File: src/rtl/matrix_multiplier_8x8_pkg.sv
// Shared constants and types for the 8x8 signed matrix multiplier.
package matrix_multiplier_8x8_pkg;

    localparam int N     = 8;
    localparam int WIDTH = 16;
    localparam int ACC_W = 36;
    localparam int DIM_W = 3;
    localparam int IDX_W = 2 * DIM_W;
    localparam int CNT_W = 3 * DIM_W;

    localparam logic [IDX_W-1:0] IDX_LAST = IDX_W'(N * N - 1);
    localparam logic [CNT_W-1:0] CNT_LAST = CNT_W'(N * N * N - 1);
    localparam logic [DIM_W-1:0] K_LAST   = DIM_W'(N - 1);

    typedef enum logic [1:0] {
        IDLE,
        LOAD,
        COMPUTE
    } state_e;

endpackage

File: src/rtl/matrix_multiplier_8x8_if.sv
// Operand load strobe, result stream and status of the matrix multiplier.
interface matrix_multiplier_8x8_if;
    import matrix_multiplier_8x8_pkg::*;

    logic                    F;
    logic signed [WIDTH-1:0] H;
    logic signed [WIDTH-1:0] D;
    logic signed [ACC_W-1:0] P;
    logic                    P_valid;
    logic                    busy;
    logic                    done;

    modport master (
        output F, H, D,
        input  P, P_valid, busy, done
    );

    modport slave (
        input  F, H, D,
        output P, P_valid, busy, done
    );

endinterface

File: src/rtl/matrix_multiplier_8x8_mac_unit.sv
// Signed multiply with registered accumulate; clr restarts the sum.
module mac_unit
    import matrix_multiplier_8x8_pkg::*;
(
    input  logic                    clk,
    input  logic                    rst,
    input  logic                    en,
    input  logic                    clr,
    input  logic signed [WIDTH-1:0] a,
    input  logic signed [WIDTH-1:0] b,
    output logic signed [ACC_W-1:0] sum
);

    logic signed [2*WIDTH-1:0] prod;
    logic signed [ACC_W-1:0]   acc_q;
    logic signed [ACC_W-1:0]   acc_d;

    assign prod = a * b;

    always_comb begin
        sum   = (clr ? '0 : acc_q)
              + {{(ACC_W - 2 * WIDTH){prod[2*WIDTH-1]}}, prod};
        acc_d = en ? sum : acc_q;
    end

    always_ff @(posedge clk) begin
        if (rst) begin
            acc_q <= '0;
        end else begin
            acc_q <= acc_d;
        end
    end

endmodule

File: src/rtl/matrix_multiplier_8x8.sv
// Streams in H and D row-major, then emits P = H x D row-major
// using one sequential MAC.
module matrix_multiplier_8x8
    import matrix_multiplier_8x8_pkg::*;
(
    input logic                   clk,
    input logic                   rst,
    matrix_multiplier_8x8_if.slave bus
);

    state_e state_q, state_d;

    logic [IDX_W-1:0]        idx_q, idx_d;
    logic [CNT_W-1:0]        cnt_q, cnt_d;
    logic signed [ACC_W-1:0] p_q, p_d;
    logic                    p_valid_q, p_valid_d;
    logic                    done_q, done_d;

    logic signed [WIDTH-1:0] hm_q [N*N];
    logic signed [WIDTH-1:0] dm_q [N*N];

    logic                    wr_en;
    logic                    mac_en;
    logic signed [ACC_W-1:0] sum;
    logic [DIM_W-1:0]        i, j, k;

    assign k = cnt_q[DIM_W-1:0];
    assign j = cnt_q[2*DIM_W-1:DIM_W];
    assign i = cnt_q[3*DIM_W-1:2*DIM_W];

    // H walks along row i, D walks down column j.
    mac_unit u_mac (
        .clk (clk),
        .rst (rst),
        .en  (mac_en),
        .clr (k == '0),
        .a   (hm_q[{i, k}]),
        .b   (dm_q[{k, j}]),
        .sum (sum)
    );

    always_comb begin
        state_d   = state_q;
        idx_d     = idx_q;
        cnt_d     = cnt_q;
        p_d       = p_q;
        p_valid_d = 1'b0;
        done_d    = 1'b0;
        wr_en     = 1'b0;
        mac_en    = 1'b0;
        unique case (state_q)
            IDLE, LOAD: begin
                if (bus.F) begin
                    wr_en   = 1'b1;
                    idx_d   = idx_q + 1'b1;
                    state_d = (idx_q == IDX_LAST) ? COMPUTE : LOAD;
                end
            end
            COMPUTE: begin
                mac_en = 1'b1;
                cnt_d  = cnt_q + 1'b1;
                if (k == K_LAST) begin
                    p_d       = sum;
                    p_valid_d = 1'b1;
                end
                if (cnt_q == CNT_LAST) begin
                    done_d  = 1'b1;
                    state_d = IDLE;
                end
            end
            default: state_d = IDLE;
        endcase
    end

    always_ff @(posedge clk) begin
        if (rst) begin
            state_q   <= IDLE;
            idx_q     <= '0;
            cnt_q     <= '0;
            p_q       <= '0;
            p_valid_q <= 1'b0;
            done_q    <= 1'b0;
        end else begin
            state_q   <= state_d;
            idx_q     <= idx_d;
            cnt_q     <= cnt_d;
            p_q       <= p_d;
            p_valid_q <= p_valid_d;
            done_q    <= done_d;
        end
    end

    always_ff @(posedge clk) begin
        if (wr_en) begin
            hm_q[idx_q] <= bus.H;
            dm_q[idx_q] <= bus.D;
        end
    end

    assign bus.P       = p_q;
    assign bus.P_valid = p_valid_q;
    assign bus.done    = done_q;
    assign bus.busy    = (state_q == COMPUTE);

endmodule

File: src/flat_wrapper.sv
// flat-port wrapper written by rule: the top's interface ports become plain ports
module matrix_multiplier_8x8_flat import matrix_multiplier_8x8_pkg::*;
  (clk, rst, bus_F, bus_H, bus_D, bus_P, bus_P_valid, bus_busy, bus_done);
  matrix_multiplier_8x8_if bus_i ();
  input logic clk;
  input logic rst;
  input wire logic [$bits(bus_i.F)-1:0] bus_F;
  input wire logic [$bits(bus_i.H)-1:0] bus_H;
  input wire logic [$bits(bus_i.D)-1:0] bus_D;
  output wire logic [$bits(bus_i.P)-1:0] bus_P;
  output wire logic [$bits(bus_i.P_valid)-1:0] bus_P_valid;
  output wire logic [$bits(bus_i.busy)-1:0] bus_busy;
  output wire logic [$bits(bus_i.done)-1:0] bus_done;
  assign bus_i.F = bus_F;
  assign bus_i.H = bus_H;
  assign bus_i.D = bus_D;
  assign bus_P = bus_i.P;
  assign bus_P_valid = bus_i.P_valid;
  assign bus_busy = bus_i.busy;
  assign bus_done = bus_i.done;
  matrix_multiplier_8x8 u_core (.clk(clk), .rst(rst), .bus(bus_i));
endmodule
File: config.mk
export PLATFORM = sky130hd
export DESIGN_NAME = matrix_multiplier_8x8_flat
export DESIGN_NICKNAME = d
export VERILOG_FILES = /design/src/rtl/matrix_multiplier_8x8_pkg.sv /design/src/rtl/matrix_multiplier_8x8_if.sv /design/src/rtl/matrix_multiplier_8x8_mac_unit.sv /design/src/rtl/matrix_multiplier_8x8.sv /design/src/flat_wrapper.sv
export SDC_FILE = /design/constraint.sdc
export NUM_CORES = 2
export LEC_CHECK = 0
export BUFFER_PORTS_ARGS = -buffer_cell sky130_fd_sc_hd__buf_2
export CAP_MARGIN = 20
export CORE_MARGIN = 1
export CORE_UTILIZATION = 60
export CTS_CLUSTER_SIZE = 20
export DETAILED_ROUTE_END_ITERATION = 7
export PLACE_DENSITY = 0.73
export SLEW_MARGIN = 10
export SYNTH_ARGS = -nofsm -noshare
export SYNTH_HDL_FRONTEND = slang
export SYNTH_SLANG_ARGS = --single-unit
File: constraint.sdc
create_clock -name clk -period 11.5 [get_ports clk]
set_input_delay 0.575 -clock clk [delete_from_list [all_inputs] [get_ports clk]]
set_output_delay 0.575 -clock clk [all_outputs]
set_load 0.05 [all_outputs]
# Yosys cells after proc, flatten, opt, wreduce, memory -nomap -nowiden
# Memories as Yosys holds them, arrays and structs flattened. A register that Yosys moved wholly into a read port is not among the register bits.
# Index checks and enable logic that the tools add are counted.
# classes
addsub	3
mul	1
eq_ne	7
mux	16
n_bitwise	1
n_reduce_logical	7
# op_table
op	count
$add 36x36->36	1
$mux 36	1
$mul 16x16->32	1
$mux 6	4
$add 9x1->9 const B	1
$eq 9x9->1 const B	1
$mux 1	7
$add 6x1->6 const B	1
$eq 6x6->1 const B	1
$mux 2	3
$reduce_and 2->1	3
$pmux 2 s2	1
$reduce_or 2->1	2
$eq 3x3->1 const B	1
$logic_not 3->1	1
$eq 2x1->1 const B	1
$eq 2x2->1 const B	1
$logic_not 2->1	1
$ne 2x1->1 const B	1
$ne 2x2->1 const B	1
$not 1->1	1
# totals
regBits	91
mem_bits_rw	2048
inputBits	35
wordCells	44
mem_count	2
# memory_table
name	depth	word_bits	rd	rd_ports_with_merged_regs	wr	line	text
u_core.dm_q	64	16	1	1	1	matrix_multiplier_8x8.sv:20	logic signed [WIDTH-1:0] dm_q [N*N];
u_core.hm_q	64	16	1	1	1	matrix_multiplier_8x8.sv:19	logic signed [WIDTH-1:0] hm_q [N*N];

# Depth between registers and ports, before layout
# depth
depth_word	5
ltp_mapped	45

# Modules after synthesis
# From an unflattened synthesis, not the netlist that was laid out.
# unflattened
hier_cells	5173
hier_area_um2	93743.7
# modules_own_cells
module	instances	cells_per_inst	area_per_inst_um2	seq_area_each_um2
matrix_multiplier_8x8	1	3657	80509.7	62780.2
mac_unit	1	1516	13233.9	720.7

# Least setup slack after synthesis
# No wires, ideal clock.
# synth_timing
path_kind	flip-flop to flip-flop
startpoint	register with a tool-made name
endpoint	register u_core.u_mac.acc_q[35]
t_arrival_ns	9.966
required_ns	11.368
setup_slack_ns	1.402
stages_incl_launch_ff	41
path_buffers	3
synth_period_minus_slack_ns	10.098
path_cell_list	dfxtp_1 > clkbuf_1 > buf_1 > clkbuf_1 > mux4_2 > mux4_2 > mux2i_1 > nand2_1 > o21ai_0 > inv_1 > nand2_1 > fa_1 > inv_1 > fa_1 > fa_1 > fa_1 > fa_1 > inv_1 > [... 5 more ...] > a21o_1 > a21o_1 > a21o_1 > a211o_1 > o221a_2 > a21o_1 > a21oi_1 > xnor2_1 > ha_1 > and4_1 > nand4b_1 > o22a_1 > a2111oi_1 > o32ai_2 > xnor2_1 > or3_1 > nand3_1 > a21oi_1
# synth_rtl
element	line	text
end signal, assigned	matrix_multiplier_8x8_mac_unit.sv:28	acc_q <= '0;
end signal, assigned	matrix_multiplier_8x8_mac_unit.sv:30	acc_q <= acc_d;
end, declared	matrix_multiplier_8x8_mac_unit.sv:15	logic signed [ACC_W-1:0] acc_q;

==> reports/qor.csv <==
metric;value;unit
R2R Setup Slk;0.46;ns
Layout Skew;0.07618;ns
ys flop type;edfxtp_1;
EDFF count, synth;2048;
dpl hpwl;134900;µm
Die ar.;156800;µm²
Post-Route WL;233400;µm
Via density;6.544;
CTS tree;yes;
final setup vio count;0;
num ports;74;
starting density of the core;0.6047;
Post-DP Area;97100;µm²
H-Tree Depth;4;
Ys Warns;0;
CTS Root Cell;clkbuf_16;
Place WS;0.2706;ns
Min Hold Slack;0.1069;ns
Clk pwr share;0.224;
Commonest cells post-synth;edfxtp_1, mux4_2, inv_1;
vias;47722;
layout overhead on the synthesized area;12.00;%
Seq cells post-synth;2148;
PnR worst setup slack;0.4640;ns
fmax;90.61;MHz
antenna violations before repair;6;
Final TNS setup;0;ns
GRT overflow;0;
required time worst endpoint;12.18;ns
Total Nets Final;5494;
outcome;completed;
fin area;104300;µm²
period utilization;0.9597;
Row Count;144;
layout cells sized above 1;0.2537;
slowest stage delay, CP;0.56;ns
Tmin final;11.04;ns
CP max FO;38;
CP startpoint kind;flip-flop;
DR pass1 iterations;5;
post-synth top area share;0.6602;
largest cells by area after synthesis;edfxtp_1, mux4_2, fa_1, dfxtp_1, ha_1;
sequential share of power;0.281;
Post-DRT Antenna Nets;0;
# Max-Cap Violations;0;
sequential fraction of the synthesis area;0.6817;
largest net degree at the start of global routing;65;
Pleak;34.13;nW
Yosys cell types;67;
Gate power share;0.495;
CP Class;flip-flop to flip-flop;
critical path capture point type;flip-flop;
Die Y;396.0;µm
unrepaired setup endpoints after global routing;no;
pwr/cell area;293.0;nW/µm²
Mapped Nets;5252;
net switching power;12.11;mW
clock slew at reported path FFs;0.06;ns
vias in the first global route;47937;
max-slew violations;0;
DRT iter0 DRCs;6128;
DRC Markers;0;
clock sinks;2148;
placed cells;6893;
internal power;18.46;mW
slowest CP cell;mux4_2;
routed len/inst;32.01;µm
Cells after Synth;4832;
chip width;396.0;µm
Hold Fails Final Rpt;0;
leading area contributor after synthesis;edfxtp_1;
fin cells;7292;
clk buf depth;3;
HP Start;bus_H[11];
Hold EP;u_core.hm_q[2][11];
PortBufs;73;
VDD IR max;0.0009562;V
r2r worst-path depth;37;
core area;154000;µm²
global-route wire length before repair;335000;µm
most used cell along the critical path;fa_1;
synthesized area;93150;µm²
total CTS buffers;206;
Slew @ Worst Pin;1.134;ns
async set or reset register ratio after synthesis;0;
hold path depth;1;
syn_area_per_cell;19.28;µm²
max_slew headroom;0.2424;
Worst Path Arrival;11.71;ns
worst min path class;primary input to flip-flop;
GRT Overall Usage;0.3014;
Worst-Skew Late Latency;0.86;ns
top-count cell post-synth;edfxtp_1;
gpl congestion;0.9054;
sw frac;0.3962;
reg-to-reg endpoint;u_core.u_mac.acc_q[35];
[power by group through the flow]
stage	logic [mW]	registers, mW	clock network (mW)
after CTS	15.2	8.59	6.90
after floorplan	11.4	8.76	0
after global routing	16.9	8.59	7.18
final	15.1	8.59	6.85
after detailed placement	15.1	8.76	0
after global placement	15.0	8.76	0
[final cells by class]
type,instances,area (µm²)
fill,9728,49720
tap,2044,2557
clock inverter,126,1425
multi-input combinational,2129,27820
inverter,333,1250
timing repair buffer,256,2321
sequential,2148,63530
clock buffer,255,5423
antenna,1,2.502
[how the worst max path moves through the flow]
stage                              to  slack [ns]
6_report       u_core.u_mac.acc_q[35]        0.46
5_1_grt              u_core.bus.P[35]        0.02
4_1_cts        u_core.u_mac.acc_q[35]        0.23
3_5_place_dp   u_core.u_mac.acc_q[35]        0.27
3_3_place_gp   u_core.u_mac.acc_q[35]        0.35
2_1_floorplan  u_core.u_mac.acc_q[35]        1.40
[metrics by stage]
step,power (mW),utilization
after floorplan,20.20,-
after global placement,23.73,0.6303
after detailed placement,23.84,0.6303
after CTS,30.70,0.6748
after global routing,32.66,0.6772
final,30.56,0.6772
[per-layer routing]
metal	vias to the layer above	part of all wire	global-route usage
li1	19326	-	-
met2	2853	0.48	0.4706
met1	25130	0.39	0.4346
met4	2	0.031	0.09315
met5	-	0.000056	0
met3	411	0.10	0.06239
[critical path, delay by kind of cell (launching register included)]
kind	cells	cell delay [ns]
XOR/XNOR	1	0.10
multiplexers	3	1.34
flip-flops	1	0.45
AO/OA/AOI/OAI	11	2.88
AND/OR/NAND/NOR	8	1.27
adder cells (fa/ha/maj)	8	3.67
buffers and inverters	6	1.11
[cell usage in the layout (no fill, tap or decap), types with 7 or more instances in the layout]
cell type	synthesis	final
xnor2_1	50	50
clkinv_2	0	35
mux4_2	650	650
mux2_2	22	22
nor2b_1	14	14
o21ai_1	11	12
buf_4	13	141
o21ai_0	34	32
nand2_1	295	295
nand3_1	18	18
dfxtp_4	0	7
o21a_1	19	19
nor2_4	0	64
dfxtp_1	100	91
bufinv_16	0	23
buf_2	80	72
a211oi_1	16	16
and2_1	45	45
clkinv_1	0	46
inv_2	8	8
clkbuf_16	0	211
fa_1	263	263
nor3_1	16	16
o21ai_2	6	7
clkbuf_1	87	44
buf_12	0	33
ha_1	122	122
edfxtp_1	2048	2048
xor2_1	23	23
nor2_1	260	196
clkinv_16	0	7
and3_1	8	8
inv_1	325	325
a21oi_1	110	110
nand2b_1	14	13
a21o_1	26	26
mux2i_1	23	22
[flip-flops by register name (all words and copies together) (netlist names), named ones only]
signal              flops
u_core.bus.P_valid      1
u_core.hm_q          1024
u_core.bus.done         1
u_core.bus.P           36
u_core.state_q          2
u_core.idx_q            6
u_core.dm_q          1024
u_core.cnt_q            9
u_core.u_mac.acc_q     36
[logic make-up (layout without fill, tap and decap cells)]
group                    after synthesis  in the layout  synth area share
other                                  0              1                 0
flip-flops                          2148           2148            0.6817
buffers and inverters                555            970           0.02501
AND/OR/NAND/NOR                      700            700           0.03190
adder cells (fa/ha/maj)              385            385           0.07291
multiplexers                         695            695            0.1623
XOR/XNOR                              73             73          0.006864
AO/OA/AOI/OAI                        276            276           0.01929
[what timing repair did]
| item | CTS | global route |
|---|---|---|
| endpoints found under the hold margin | 0 | 0 |
| buffers inserted | 0 | 4 |
| endpoints found under the setup margin | 0 | 3 |
| hold buffers | 0 | 0 |
| resized for setup | 0 | 8 |
(Power assumes the default switching activity.)
